## config.mk

```make
export PLATFORM = sky130hd
export DESIGN_NAME = hop_sel_kernel
export DESIGN_NICKNAME = d
export VERILOG_FILES = /design/src/rtl/hop_sel_kernel.sv
export SDC_FILE = /design/constraint.sdc
export NUM_CORES = 1
export LEC_CHECK = 0
export CAP_MARGIN = 20
export CORE_MARGIN = 1.5
export CORE_UTILIZATION = 40
export DETAILED_ROUTE_END_ITERATION = 10
export DONT_BUFFER_PORTS = 1
export GPL_ROUTABILITY_DRIVEN = 0
export PLACE_DENSITY = 0.53
export SKIP_CTS_REPAIR_TIMING = 1
export SLEW_MARGIN = 20
export SYNTH_ARGS = -nofsm -noshare
export SYNTH_HDL_FRONTEND = slang
export SYNTH_SLANG_ARGS = --single-unit
```

## constraint.sdc

```tcl
create_clock -name clk_6M -period 4.56 [get_ports clk_6M]
set_input_delay 0.456 -clock clk_6M [delete_from_list [all_inputs] [get_ports clk_6M]]
set_output_delay 0.456 -clock clk_6M [all_outputs]
set_load 0.1 [all_outputs]
```

## src/rtl/hop_sel_kernel.sv

```systemverilog
// hop_sel_kernel
// Multi-cycle hop selection engine. One request turns the captured control
// words into the RF channel for the next slot: add/XOR, a 7-stage PERM5
// butterfly (one stage per cycle), a mod-79 reduction by three conditional
// subtracts, and the register-bank mapping (even channels first, then odd).
//
// Optional adapted hopping is enabled by defining HOPKERNEL_AFH_EN. When it
// is defined, an unused basic channel is remapped: s2 mod N, then a walk of
// the used-channel map in mapping order to find the k'-th used channel.
// When it is undefined, the AFH inputs are ignored, chan_remapped and
// hop_err stay 0, and every request takes the basic path.
//
// Ports
//   clk_6M, rstz          6 MHz clock, asynchronous active-low reset
//   hop_start_p           one-cycle request; all inputs sampled on that edge
//   X Y1 Y2 A B C D E F   control words from the control-word generator
//   Fprime                AFH adder word
//   regi_AFH_mode/N/map   AFH enable, used-channel count, used-channel map
//   rf_chan               selected channel, held until the next good hop
//   hop_busy              sample edge .. done edge
//   hop_done_p            one-cycle completion pulse
//   chan_remapped         last result came from the AFH table
//   hop_err               one-cycle pulse with hop_done_p on a failed AFH hop
//
// Handshake: a request is taken only when hop_busy is low; hop_start_p
// while busy is dropped. hop_done_p marks the single cycle in which the new
// rf_chan/chan_remapped/hop_err are first valid; there is no back-pressure.
// The FSM state is held in state_q for hierarchical observation.
module hop_sel_kernel (
  input  logic        clk_6M,
  input  logic        rstz,
  input  logic        hop_start_p,
  input  logic [4:0]  X,
  input  logic        Y1,
  input  logic [5:0]  Y2,
  input  logic [4:0]  A,
  input  logic [3:0]  B,
  input  logic [4:0]  C,
  input  logic [8:0]  D,
  input  logic [6:0]  E,
  input  logic [6:0]  F,
  input  logic [6:0]  Fprime,
  input  logic        regi_AFH_mode,
  input  logic [6:0]  regi_AFH_N,
  input  logic [78:0] regi_AFH_map,
  output logic [6:0]  rf_chan,
  output logic        hop_busy,
  output logic        hop_done_p,
  output logic        chan_remapped,
  output logic        hop_err
);

  localparam logic [3:0] S_IDLE = 4'd0;
  localparam logic [3:0] S_ADD  = 4'd1;
  localparam logic [3:0] S_PERM = 4'd2;
  localparam logic [3:0] S_SUM  = 4'd3;
  localparam logic [3:0] S_MOD  = 4'd4;
  localparam logic [3:0] S_CHK  = 4'd5;
  localparam logic [3:0] S_MODN = 4'd6;
  localparam logic [3:0] S_SCAN = 4'd7;
  localparam logic [3:0] S_MAP  = 4'd8;

  // Bank mapping: index 0..39 -> even channels, 40..78 -> odd channels.
  function automatic logic [6:0] idx_to_chan(input logic [6:0] k);
    logic [6:0] km;
    km = k - 7'd40;
    if (k < 7'd40) idx_to_chan = {k[5:0], 1'b0};
    else           idx_to_chan = {km[5:0], 1'b1};
  endfunction

  // One butterfly stage: two disjoint bit pairs, each swapped when its
  // control bit is set. hi is the higher-numbered P bit of the stage.
  function automatic logic [4:0] perm_stage(input logic [4:0] z, input logic [2:0] st,
                                            input logic hi, input logic lo);
    logic [2:0] i0, j0, i1, j1;
    logic [4:0] r;
    case (st)
      3'd0:    begin i0 = 3'd1; j0 = 3'd2; i1 = 3'd0; j1 = 3'd3; end
      3'd1:    begin i0 = 3'd1; j0 = 3'd3; i1 = 3'd2; j1 = 3'd4; end
      3'd2:    begin i0 = 3'd0; j0 = 3'd3; i1 = 3'd1; j1 = 3'd4; end
      3'd3:    begin i0 = 3'd3; j0 = 3'd4; i1 = 3'd0; j1 = 3'd2; end
      3'd4:    begin i0 = 3'd1; j0 = 3'd3; i1 = 3'd0; j1 = 3'd4; end
      3'd5:    begin i0 = 3'd3; j0 = 3'd4; i1 = 3'd1; j1 = 3'd2; end
      default: begin i0 = 3'd2; j0 = 3'd3; i1 = 3'd0; j1 = 3'd1; end
    endcase
    r = z;
    if (hi) begin r[i0] = z[j0]; r[j0] = z[i0]; end
    if (lo) begin r[i1] = z[j1]; r[j1] = z[i1]; end
    perm_stage = r;
  endfunction

  logic [3:0]  state_q, state_d;
  logic [4:0]  x_q, x_d, a_q, a_d, z_q, z_d;
  logic [3:0]  b_q, b_d;
  logic [5:0]  y2_q, y2_d;
  logic [6:0]  e_q, e_d, f_q, f_d;
  logic [13:0] p_q, p_d;        // PERM controls; the active pair sits in [13:12]
  logic [8:0]  s_q, s_d;
  logic [6:0]  cnt_q, cnt_d;    // PERM stage / MOD step / SCAN index
  logic [6:0]  rf_chan_q, rf_chan_d;
  logic        busy_q, busy_d, done_q, done_d;
  logic [4:0]  zsum;

`ifdef HOPKERNEL_AFH_EN
  logic [6:0]  fp_q, fp_d, n_q, n_d, used_q, used_d, found_q, found_d;
  logic        mode_q, mode_d, pend_err_q, pend_err_d, pend_remap_q, pend_remap_d;
  logic [78:0] map_q, map_d;
  logic [8:0]  s2_q, s2_d;
  logic        remap_q, remap_d, err_q, err_d;
  logic [6:0]  scan_ch;
`else
  logic        unused_afh;
  assign unused_afh = ^{Fprime, regi_AFH_mode, regi_AFH_N, regi_AFH_map};
`endif

  always_comb begin
    state_d   = state_q;
    x_d = x_q;  a_d = a_q;  b_d = b_q;  y2_d = y2_q;
    e_d = e_q;  f_d = f_q;  p_d = p_q;  z_d = z_q;
    s_d       = s_q;
    cnt_d     = cnt_q;
    rf_chan_d = rf_chan_q;
    busy_d    = busy_q;
    done_d    = 1'b0;
    zsum      = x_q + a_q;
`ifdef HOPKERNEL_AFH_EN
    fp_d = fp_q;  n_d = n_q;  used_d = used_q;  found_d = found_q;
    mode_d = mode_q;  map_d = map_q;  s2_d = s2_q;
    pend_err_d = pend_err_q;  pend_remap_d = pend_remap_q;
    remap_d = remap_q;
    err_d   = 1'b0;
    scan_ch = idx_to_chan(cnt_q);
`endif
    case (state_q)
      S_IDLE: begin
        if (hop_start_p) begin
          x_d = X;  a_d = A;  b_d = B;  y2_d = Y2;  e_d = E;  f_d = F;
          p_d = {D, C ^ {5{Y1}}};
`ifdef HOPKERNEL_AFH_EN
          fp_d = Fprime;  mode_d = regi_AFH_mode;  n_d = regi_AFH_N;
          map_d = regi_AFH_map;  pend_err_d = 1'b0;  pend_remap_d = 1'b0;
`endif
          busy_d  = 1'b1;
          state_d = S_ADD;
        end
      end
      S_ADD: begin
        z_d     = {zsum[4], zsum[3:0] ^ b_q};
        cnt_d   = 7'd0;
        state_d = S_PERM;
      end
      S_PERM: begin
        z_d   = perm_stage(z_q, cnt_q[2:0], p_q[13], p_q[12]);
        p_d   = p_q << 2;
        cnt_d = cnt_q + 7'd1;
        if (cnt_q == 7'd6) state_d = S_SUM;
      end
      S_SUM: begin
        s_d = {4'd0, z_q} + {2'd0, e_q} + {2'd0, f_q} + {3'd0, y2_q};
`ifdef HOPKERNEL_AFH_EN
        s2_d = {4'd0, z_q} + {2'd0, e_q} + {2'd0, fp_q} + {3'd0, y2_q};
`endif
        cnt_d   = 7'd0;
        state_d = S_MOD;
      end
      S_MOD: begin
        // Max sum 268 < 4*79, so three conditional subtracts finish the job.
        if (s_q >= 9'd79) s_d = s_q - 9'd79;
        cnt_d = cnt_q + 7'd1;
        if (cnt_q == 7'd2) begin
          state_d = S_MAP;
`ifdef HOPKERNEL_AFH_EN
          if (mode_q) state_d = S_CHK;
`endif
        end
      end
`ifdef HOPKERNEL_AFH_EN
      S_CHK: begin
        if (map_q[idx_to_chan(s_q[6:0])]) begin
          state_d = S_MAP;
        end else if (n_q < 7'd20 || n_q > 7'd79) begin
          pend_err_d = 1'b1;
          state_d    = S_MAP;
        end else begin
          state_d = S_MODN;
        end
      end
      S_MODN: begin
        if (s2_q >= {2'd0, n_q}) begin
          s2_d = s2_q - {2'd0, n_q};
        end else begin
          cnt_d   = 7'd0;
          used_d  = 7'd0;
          state_d = S_SCAN;
        end
      end
      S_SCAN: begin
        // s2_q < N <= 79 here, so its low 7 bits are k'.
        if (map_q[scan_ch] && used_q == s2_q[6:0]) begin
          found_d      = scan_ch;
          pend_remap_d = 1'b1;
          state_d      = S_MAP;
        end else if (cnt_q == 7'd78) begin
          pend_err_d = 1'b1;
          state_d    = S_MAP;
        end else begin
          if (map_q[scan_ch]) used_d = used_q + 7'd1;
          cnt_d = cnt_q + 7'd1;
        end
      end
`endif
      S_MAP: begin
`ifdef HOPKERNEL_AFH_EN
        if (pend_err_q) begin
          err_d = 1'b1;
        end else if (pend_remap_q) begin
          rf_chan_d = found_q;
          remap_d   = 1'b1;
        end else begin
          rf_chan_d = idx_to_chan(s_q[6:0]);
          remap_d   = 1'b0;
        end
`else
        rf_chan_d = idx_to_chan(s_q[6:0]);
`endif
        done_d  = 1'b1;
        busy_d  = 1'b0;
        state_d = S_IDLE;
      end
      default: begin
        busy_d  = 1'b0;
        state_d = S_IDLE;
      end
    endcase
  end

  always_ff @(posedge clk_6M or negedge rstz) begin
    if (!rstz) begin
      state_q <= S_IDLE;
      x_q <= '0;  a_q <= '0;  b_q <= '0;  y2_q <= '0;
      e_q <= '0;  f_q <= '0;  p_q <= '0;  z_q  <= '0;
      s_q <= '0;  cnt_q <= '0;
      rf_chan_q <= '0;
      busy_q <= 1'b0;
      done_q <= 1'b0;
`ifdef HOPKERNEL_AFH_EN
      fp_q <= '0;  n_q <= '0;  used_q <= '0;  found_q <= '0;
      mode_q <= 1'b0;  map_q <= '0;  s2_q <= '0;
      pend_err_q <= 1'b0;  pend_remap_q <= 1'b0;
      remap_q <= 1'b0;  err_q <= 1'b0;
`endif
    end else begin
      state_q <= state_d;
      x_q <= x_d;  a_q <= a_d;  b_q <= b_d;  y2_q <= y2_d;
      e_q <= e_d;  f_q <= f_d;  p_q <= p_d;  z_q  <= z_d;
      s_q <= s_d;  cnt_q <= cnt_d;
      rf_chan_q <= rf_chan_d;
      busy_q <= busy_d;
      done_q <= done_d;
`ifdef HOPKERNEL_AFH_EN
      fp_q <= fp_d;  n_q <= n_d;  used_q <= used_d;  found_q <= found_d;
      mode_q <= mode_d;  map_q <= map_d;  s2_q <= s2_d;
      pend_err_q <= pend_err_d;  pend_remap_q <= pend_remap_d;
      remap_q <= remap_d;  err_q <= err_d;
`endif
    end
  end

  assign rf_chan    = rf_chan_q;
  assign hop_busy   = busy_q;
  assign hop_done_p = done_q;
`ifdef HOPKERNEL_AFH_EN
  assign chan_remapped = remap_q;
  assign hop_err       = err_q;
`else
  assign chan_remapped = 1'b0;
  assign hop_err       = 1'b0;
`endif

endmodule
```

# Word-level counts from Yosys, hierarchy flattened
# Cells that the tools add are included.
[totals]
reg_bits = 82
inputBits = 146
output_inout_bits = 11
wordCells = 117
[op_classes]
add_sub_neg = 7
n_lt_le_gt_ge = 10
n_eq_ne = 16
mux = 45
bitwise = 3
n_reduce_logical = 22
[op_table]
columns = ["operator", "count"]
rows = [
  ["$pmux W14 S2", 1],
  ["$bwmux W5", 4],
  ["$pmux W4 S5", 1],
  ["$pmux W9 S2", 1],
  ["$lt A3 B4 Y1 const B", 4],
  ["$mux W5", 3],
  ["$mux W14", 1],
  ["$pmux W7 S2", 1],
  ["$bmux W1 S3", 4],
  ["$demux W1 S3", 4],
  ["$ge A3 B1 Y1 const B", 4],
  ["$mux W3", 4],
  ["$mux W4", 3],
  ["$mux W1", 10],
  ["$pmux W5 S2", 1],
  ["$add A8 B7 Y9", 1],
  ["$add A9 B6 Y9", 1],
  ["$ge A9 B7 Y1 const B", 1],
  ["$mux W9", 1],
  ["$pmux W3 S3", 1],
  ["$sub A9 B7 Y9 const B", 1],
  ["$add A5 B7 Y8", 1],
  ["$eq A4 B2 Y1 const B", 2],
  ["$ne A2 B2 Y1 const B", 4],
  ["29 further kinds", 44],
]

# Logic depth before layout (Yosys ltp)
# Gate-level depths: netlist (run 1).
[depth]
depth_word = 16
mapped_depth = 13
depth_no_buf = 13

# Worst setup path before layout (run 1)
# Ideal clock, no wire load.
[synth_path]
kind = "register to register"
from = "register z_q[2]"
to = "register s_q[6]"
setup_time_ns = 0.124
t_arrival_ns = 2.853
required_ns = 4.436
setup_slack_ns = 1.583
path_stages_with_launch = 12
n_path_buf = 0
synth_period_minus_slack_ns = 2.977
cell_sequence = "dfrtp_1 -> inv_1 -> fa_1 -> fa_1 -> inv_1 -> ha_1 -> a21o_1 -> a21oi_1 -> nand2b_1 -> mux2i_1 -> o21a_1 -> a211o_1"
[synth_via]
elab_chain_cells = 4
[synth_lines]
columns = ["element", "line", "source"]
rows = [
  ["from (decl)", "93", "logic [4:0] x_q, x_d, a_q, a_d, z_q, z_d;"],
  ["from (signal assigned)", "241", "e_q <= '0; f_q <= '0; p_q <= '0; z_q <= '0;"],
  ["from (signal assigned)", "255", "e_q <= e_d; f_q <= f_d; p_q <= p_d; z_q <= z_d;"],
  ["$add A5 B7 Y8", "159", "s_d = {4'd0, z_q} + {2'd0, e_q} + {2'd0, f_q} + {3'd0, y2_q};"],
  ["$add A8 B7 Y9", "159", ""],
  ["$add A9 B6 Y9", "159", ""],
  ["$pmux W9 S2", "134", "case (state_q)"],
  ["to (signal assigned)", "242", "s_q <= '0; cnt_q <= '0;"],
  ["to (signal assigned)", "256", "s_q <= s_d; cnt_q <= cnt_d;"],
  ["to (decl)", "98", "logic [8:0] s_q, s_d;"],
]
# No other way between the ends.
# A chain may end at the register's enable or synchronous reset.

# Worst setup path in the final report (run 1)
# Same ends and word-level chain as after synthesis.

==> results.sh, run 1 <==
export IMPL_worst_setup_path_start_kind="flip-flop"
export IMPL_clock_root_buffer="sky130_fd_sc_hd__clkbuf_16"
export IMPL_cp_required_ns=4.79
export IMPL_crit_path_end="s_q[6]"
export IMPL_detailedRoute_firstPassIterationCount=5
export IMPL_worst_r2r_end="s_q[6]"
export IMPL_io_pins=157
export IMPL_clock_tree_htree_level_count=3
export IMPL_clock_transition_at_the_register_clock_pins_on_the_worst_setup_and_hold_paths_after_cts_ns=0.06
export IMPL_tritoncts="built"
export IMPL_synth_top_area_share=0.389
export IMPL_track_usage=0.187
export IMPL_min_delay_path_class="primary input to asynchronous set/reset pin"
export IMPL_grt_start_max_net_pins=83
export IMPL_first_global_vias=4274
export IMPL_routed_wire_length_per_instance_um=15.9
export IMPL_setup_viol=0
export IMPL_setup_reg_to_reg_worst_slack_ns=1.26
export IMPL_layout_min_cycle_time_ns=3.30
export IMPL_tightestPinTransition_ns=0.934
export IMPL_max_slew_margin_rel=0.376
export IMPL_dpl_cell_area_um2=5350
export IMPL_relative_area_change_from_synthesis_to_final_layout_pct=8.21
export IMPL_n_antenna_cell=0
export IMPL_std_cell_rows=41
export IMPL_nets_finish=770
export IMPL_netlist_top_cells_count="121 x sky130_fd_sc_hd__nand2_1, 82 x sky130_fd_sc_hd__dfrtp_1, 44 x sky130_fd_sc_hd__o21ai_0"
export IMPL_final_util=0.448
export IMPL_worstPathCellList="inv_1 > fa_1 > fa_1 > inv_1 > ha_1 > a21o_1 > a21oi_1 > nand2b_1 > mux2i_1 > o21a_1 > a211o_1"
export IMPL_slew_violations=0
export IMPL_synthCells=604
export IMPL_r2r_start="z_q[2]"
export IMPL_skew_ns=0.00622
export IMPL_status="finished, final reports clean"
export IMPL_detail_route_antenna_nets=0
export IMPL_synth_edff_count=0
export IMPL_maximum_vdd_ir_drop_uv=356
export IMPL_synth_cell_type_count=65
export IMPL_floorplan_die_area_um2=13900
export IMPL_seqCellArea_um2=2050
export IMPL_start_util=0.414
export IMPL_synth_async_reset_ratio=1.00
export IMPL_clock_latency_ns=0.34
export IMPL_drive_gt1_frac=0.0659
export IMPL_critical_path_peak_fanout=7
export IMPL_place_port_buffers=0
export IMPL_filler_cell_count=1291
export IMPL_cellPowerDensity_nw_per_um2=952
export IMPL_vias_per_cell=5.43
export IMPL_number_of_antenna_violations_at_the_first_check_in_global_routing=0
export IMPL_synthesis_area_per_instance_um2=8.73
export IMPL_ys_ff_latch=82
export IMPL_layout_worst_path_cycle_share=0.723
export IMPL_clock_path_buffers=2
export IMPL_cpPeakStageDelay_ns=0.58
export IMPL_rr_worst_depth=11
export IMPL_power_static_leakage_uw=0.00260
export IMPL_multiInputGateArea_um2=2910
export IMPL_crit_start="z_q[2]"
export IMPL_die_h_um=118
export IMPL_final_total_negative_setup_slack_ns=0
export IMPL_hpwl_um=8760
export IMPL_worst_path_max_delay_cell="sky130_fd_sc_hd__fa_1"
export IMPL_numCtsBuffers=9
export IMPL_placeable_core_region_um2=12700
export IMPL_hold_viol_final=0
export IMPL_rsz0062_at_grt="no"
export IMPL_numClockSinks=82
export IMPL_drt_iter0_drc=307
export IMPL_grt_first_pass_wirelength_um=21000
export IMPL_maxcap_viol_count=0
export IMPL_synth_area_leaders="sky130_fd_sc_hd__dfrtp_1 39%, sky130_fd_sc_hd__nand2_1 8.6%, sky130_fd_sc_hd__ha_1 5.5%"
export IMPL_fp_dieW_um=118
export IMPL_grt_ovfl_total=0
export IMPL_drc_errors=0
export IMPL_num_vias=4148
export IMPL_max_freq_ghz=0.303
export IMPL_critical_path_endpoint_type="flip-flop"
export IMPL_routed_wl_um=12100
export IMPL_ys_seq_area_frac=0.389
export IMPL_synth_ff_type="sky130_fd_sc_hd__dfrtp_1"
export IMPL_final_cell_area_um2=5710
export IMPL_ys_warnings_count=0
export IMPL_post_synth_top_count_cell="sky130_fd_sc_hd__nand2_1"
export IMPL_synthesis_area_um2=5270
export IMPL_wp_data_arrival_ns=3.53
export IMPL_synth_top_area_cell="sky130_fd_sc_hd__dfrtp_1"
export IMPL_timing_setup_critical_path_class="flip-flop to flip-flop"
-- how the worst min path moves through the flow --
stage	endpoint	depth (start not counted)
final	s_q[5]	1
after global routing	s_q[5]	1
after CTS	rf_chan[6]	0
after detailed placement	rf_chan[6]	0
after global placement	rf_chan[6]	0
after floorplan	a_q[0]	0
-- where the power goes --
group          switching, µW  internal [µW]
registers                489           1040
clock network            284            496
logic                   1800           1320
total                   2570           2860
-- layout make-up --
| class | instances | area share |
|---|---|---|
| Timing Repair Buffer | 3 | 0.00746 |
| Tap cell | 172 | 0.0377 |
| Clock buffer | 14 | 0.0515 |
| Clock inverter | 1 | 0.00526 |
| Inverter | 43 | 0.0283 |
| Sequential cell | 82 | 0.360 |
| Multi-Input combinational cell | 449 | 0.510 |
-- per-layer routing --
metal | global-route usage | part of all wire
met1 | 0.235 | 0.45
met2 | 0.314 | 0.49
met3 | 0.0523 | 0.042
met4 | 0.0534 | 0.015
met5 | 0 | 0
-- state kept, by name, indices dropped and copies added, names as in the netlist --
name	count
e_q	7
state_q	4
hop_done_p	1
cnt_q	7
b_q	4
s_q	9
rf_chan	7
hop_busy	1
z_q	5
a_q	5
x_q	5
f_q	7
y2_q	6
p_q	14
-- stage by stage --
| step | hold slack [ns] | cells | power [µW] | setup slack, ns |
|---|---|---|---|---|
| final | 0.00696 | 764 | 5430 | 1.26 |
| after global placement | 0.162 | 748 | 4600 | 1.28 |
| after CTS | -0.208 | 763 | 5490 | 1.25 |
| after floorplan | 0.160 | 605 | 3950 | 1.58 |
| after detailed placement | 0.163 | 748 | 4680 | 1.27 |
| after global routing | 0.0254 | 764 | 6000 | 1.04 |
-- critical path, delay by kind of cell, from the launching register on --
family / cells / cell delay (ns)
buffers and inverters: 2 / 0.23
flip-flops: 1 / 0.46
AO/OA/AOI/OAI: 4 / 0.81
adder cells (fa/ha/maj): 3 / 1.40
AND/OR/NAND/NOR: 1 / 0.19
multiplexers: 1 / 0.09
-- logic make-up (layout without fill, tap and decap cells) --
| kind of cell | Yosys count | count (layout) | share of synthesized area |
|---|---|---|---|
| other | 1 | 2 | 0.000711 |
| flip-flops | 82 | 82 | 0.389 |
| AND/OR/NAND/NOR | 227 | 227 | 0.195 |
| multiplexers | 15 | 15 | 0.0325 |
| AO/OA/AOI/OAI | 151 | 151 | 0.188 |
| buffers and inverters | 74 | 61 | 0.0610 |
| XOR/XNOR | 18 | 18 | 0.0299 |
| adder cells (fa/ha/maj) | 36 | 36 | 0.104 |
-- placed cells by master, fill, tap and decap left out, drive strengths merged, types with 6 or more instances in the layout --
| cell type | synthesis | final |
|---|---|---|
| clkbuf | 16 | 14 |
| nand2b | 13 | 13 |
| nand2 | 121 | 121 |
| inv | 43 | 43 |
| or2 | 6 | 6 |
| o21ai | 45 | 45 |
| nor3 | 11 | 11 |
| nor2b | 6 | 6 |
| a22oi | 11 | 11 |
| mux2i | 7 | 7 |
| a21o | 8 | 8 |
| o21a | 7 | 7 |
| fa | 13 | 13 |
| a21oi | 32 | 32 |
| ha | 23 | 23 |
| nor2 | 36 | 36 |
| nand3 | 17 | 17 |
| mux2 | 7 | 7 |
| dfrtp | 82 | 82 |
| xnor2 | 13 | 13 |
(Power assumes the default switching activity.)
==> inputs of run 2 (changes only) <==
Settings changed: PLACE_DENSITY 0.53 to 0.55.
Clock period 4.56 ns to 3 ns, I/O delays scaled along.
==> run 2 against run 1 <==
Sequential power increased by 47%. Cell count increased by 3.0%. Global-route usage decreased by 0.16 points. Core utilization increased by 1.4 points. Clock power increased by 45%. Count of clock-buffer cells in the layout decreased by 3. Die area unchanged. Sequential share of layout area decreased by 1.1 points. Register-to-register slack got worse by 1.2 ns. Total power increased by 60%. Via count increased by 2.9%. Critical path depth unchanged. Highest routed layer unchanged. Critical path type unchanged.
==> results.sh, run 2 (same netlist as run 1, synthesis figures left out) <==
export IMPL_critPathTopFamily="adder cells"
export IMPL_wp_data_arrival_ns=3.19
export IMPL_max_slew_margin_rel=0.398
export IMPL_critical_path_peak_fanout=3
export IMPL_critical_path_endpoint_type="flip-flop"
export IMPL_track_usage=0.185
export IMPL_top_regs="p_q: 14 flops, s_q: 9 flops"
export IMPL_floorplan_die_area_um2=13900
export IMPL_place_port_buffers=0
export IMPL_wl_met3_um=598
export IMPL_clkPwrFrac=0.130
export IMPL_clock_transition_at_the_register_clock_pins_on_the_worst_setup_and_hold_paths_after_cts_ns=0.06
export IMPL_critical_path_n_buffers_inverters=2
export IMPL_relative_area_change_from_synthesis_to_final_layout_pct=11.5
export IMPL_routed_wl_um=12300
export IMPL_maximum_vdd_ir_drop_uv=611
export IMPL_num_vias=4268
export IMPL_met2_length_um=5860
export IMPL_placeable_core_region_um2=12700
export IMPL_numPlacedInstances=767
export IMPL_layout_worst_path_cycle_share=0.982
export IMPL_slew_violations=0
export IMPL_start_util=0.414
export IMPL_max_freq_ghz=0.339
export IMPL_comb_power_share=0.612
export IMPL_swShare=0.465
export IMPL_layoutNonFillerInstCount=787
export IMPL_cpPeakStageDelay_ns=0.53
export IMPL_clock_latency_ns=0.34
export IMPL_numClockSinks=82
export IMPL_std_cell_rows=41
export IMPL_setup_viol=0
export IMPL_rsz0062_at_grt="yes"
export IMPL_worstPathCellList="inv_1 > fa_1 > fa_1 > inv_1 > ha_1 > nor2b_1 > o21ai_1 > a21boi_1 > o21a_1 > o21a_1 > o31ai_1"
export IMPL_internal_power_uw=4650
export IMPL_timing_setup_critical_path_class="flip-flop to flip-flop"
export IMPL_n_antenna_cell=0
export IMPL_final_common_cell="sky130_fd_sc_hd__nand2_1"
export IMPL_hpwl_um=8910
export IMPL_nets_finish=792
export IMPL_clock_root_buffer="sky130_fd_sc_hd__clkbuf_16"
export IMPL_cellPowerDensity_nw_per_um2=1480
export IMPL_drc_errors=0
export IMPL_dpl_cell_area_um2=5500
export IMPL_detailedRoute_firstPassIterationCount=5
export IMPL_largest_register="p_q"
export IMPL_die_h_um=118
export IMPL_numCtsBuffers=9
export IMPL_tritoncts="built"
export IMPL_drt_iter0_drc=328
export IMPL_grt_ovfl_total=0
export IMPL_grt_first_pass_wirelength_um=20800
export IMPL_met1Wirelength_um=5690
export IMPL_grt_start_max_net_pins=83
export IMPL_drive_gt1_frac=0.114
export IMPL_number_of_antenna_violations_at_the_first_check_in_global_routing=0
export IMPL_power_switching_uw=4050
export IMPL_clock_tree_htree_level_count=3
export IMPL_worst_path_max_delay_cell="sky130_fd_sc_hd__fa_1"
export IMPL_worst_setup_path_start_kind="flip-flop"
export IMPL_min_delay_path_class="primary input to flip-flop"
export IMPL_io_pins=157
export IMPL_status="finished, final reports clean"
export IMPL_final_util=0.462
export IMPL_cp_required_ns=3.25
export IMPL_largest_register_ff_count=14
export IMPL_tightestPinTransition_ns=0.902
export IMPL_power_share_sequential=0.258
export IMPL_routed_wire_length_per_instance_um=15.6
export IMPL_max_layer_used="met4"
export IMPL_detail_route_antenna_nets=0
export IMPL_maxcap_viol_count=0
export IMPL_power_static_leakage_uw=0.00270
export IMPL_final_cell_area_um2=5880
export IMPL_clock_path_buffers=2
export IMPL_setup_reg_to_reg_worst_slack_ns=0.05
export IMPL_layout_min_cycle_time_ns=2.95
export IMPL_skew_ns=0.00696
export IMPL_first_global_vias=4148
export IMPL_vias_per_cell=5.42
export IMPL_fp_dieW_um=118
export IMPL_hold_viol_final=0
export IMPL_final_cell_mix="121 x sky130_fd_sc_hd__nand2_1, 82 x sky130_fd_sc_hd__dfrtp_1, 43 x sky130_fd_sc_hd__o21ai_0, 39 x sky130_fd_sc_hd__inv_1, 33 x sky130_fd_sc_hd__nor2_1"
run 2: stage by stage:
step / total power [µW] / hold slack (ns) / setup slack, ns / setup TNS (ns)
2_1_floorplan: 6000 / 0.00441 / 0.0228 / 0
3_3_place_gp: 7260 / 0.00660 / -0.0657 / -0.0830
3_5_place_dp: 7330 / 0.00719 / -0.0531 / -0.0822
4_1_cts: 8540 / -0.367 / -0.0983 / -0.158
5_1_grt: 9550 / 0.0550 / -0.0747 / -0.102
6_report: 8700 / 0.0623 / 0.0537 / 0
run 2: per-layer routing:
metal | track usage | up-vias
met3 | 0.0426 | 9
met4 | 0.0511 | 0
met1 | 0.253 | 2072
li1 | - | 2084
met2 | 0.296 | 103
met5 | 0 | -
run 2: worst reg2reg max path, stage by stage, from the launching register on:
cell and delay, ns:
sky130_fd_sc_hd__dfrtp_1 0.34, sky130_fd_sc_hd__inv_1 0.08, sky130_fd_sc_hd__fa_1 0.51, sky130_fd_sc_hd__fa_1 0.53
sky130_fd_sc_hd__inv_1 0.05, sky130_fd_sc_hd__ha_1 0.33, sky130_fd_sc_hd__nor2b_1 0.14, sky130_fd_sc_hd__o21ai_1 0.16
sky130_fd_sc_hd__a21boi_1 0.09, sky130_fd_sc_hd__o21a_1 0.22, sky130_fd_sc_hd__o21a_1 0.18, sky130_fd_sc_hd__o31ai_1 0.22
run 2: worst paths after layout:
kind	from	to	depth (start not counted)
min	F[6]	f_q[6]	2
max	z_q[3]	s_q[7]	11
max in group asynchronous	rstz	s_q[6]	2
min reg2reg	p_q[6]	p_q[6]	2
max reg2reg	z_q[3]	s_q[7]	11
min in group asynchronous	rstz	f_q[6]	2
run 2: power by group through the flow:
| stage | Combinational, µW | Clock, µW | Sequential, µW |
|---|---|---|---|
| floorplan | 3900 | 0 | 2100 |
| global placement | 5010 | 0 | 2250 |
| detailed placement | 5070 | 0 | 2260 |
| CTS | 5120 | 1180 | 2240 |
| global route | 6020 | 1220 | 2320 |
| finish | 5320 | 1130 | 2250 |
run 2: cell type report:
type	count	area, µm²
multi-input cells	449	2940
clock inverters	5	61.3
fillers	1261	6840
repair buffers	25	210
inverters	43	161
clock buffers	11	243
well taps	172	215
flip-flops and latches	82	2050
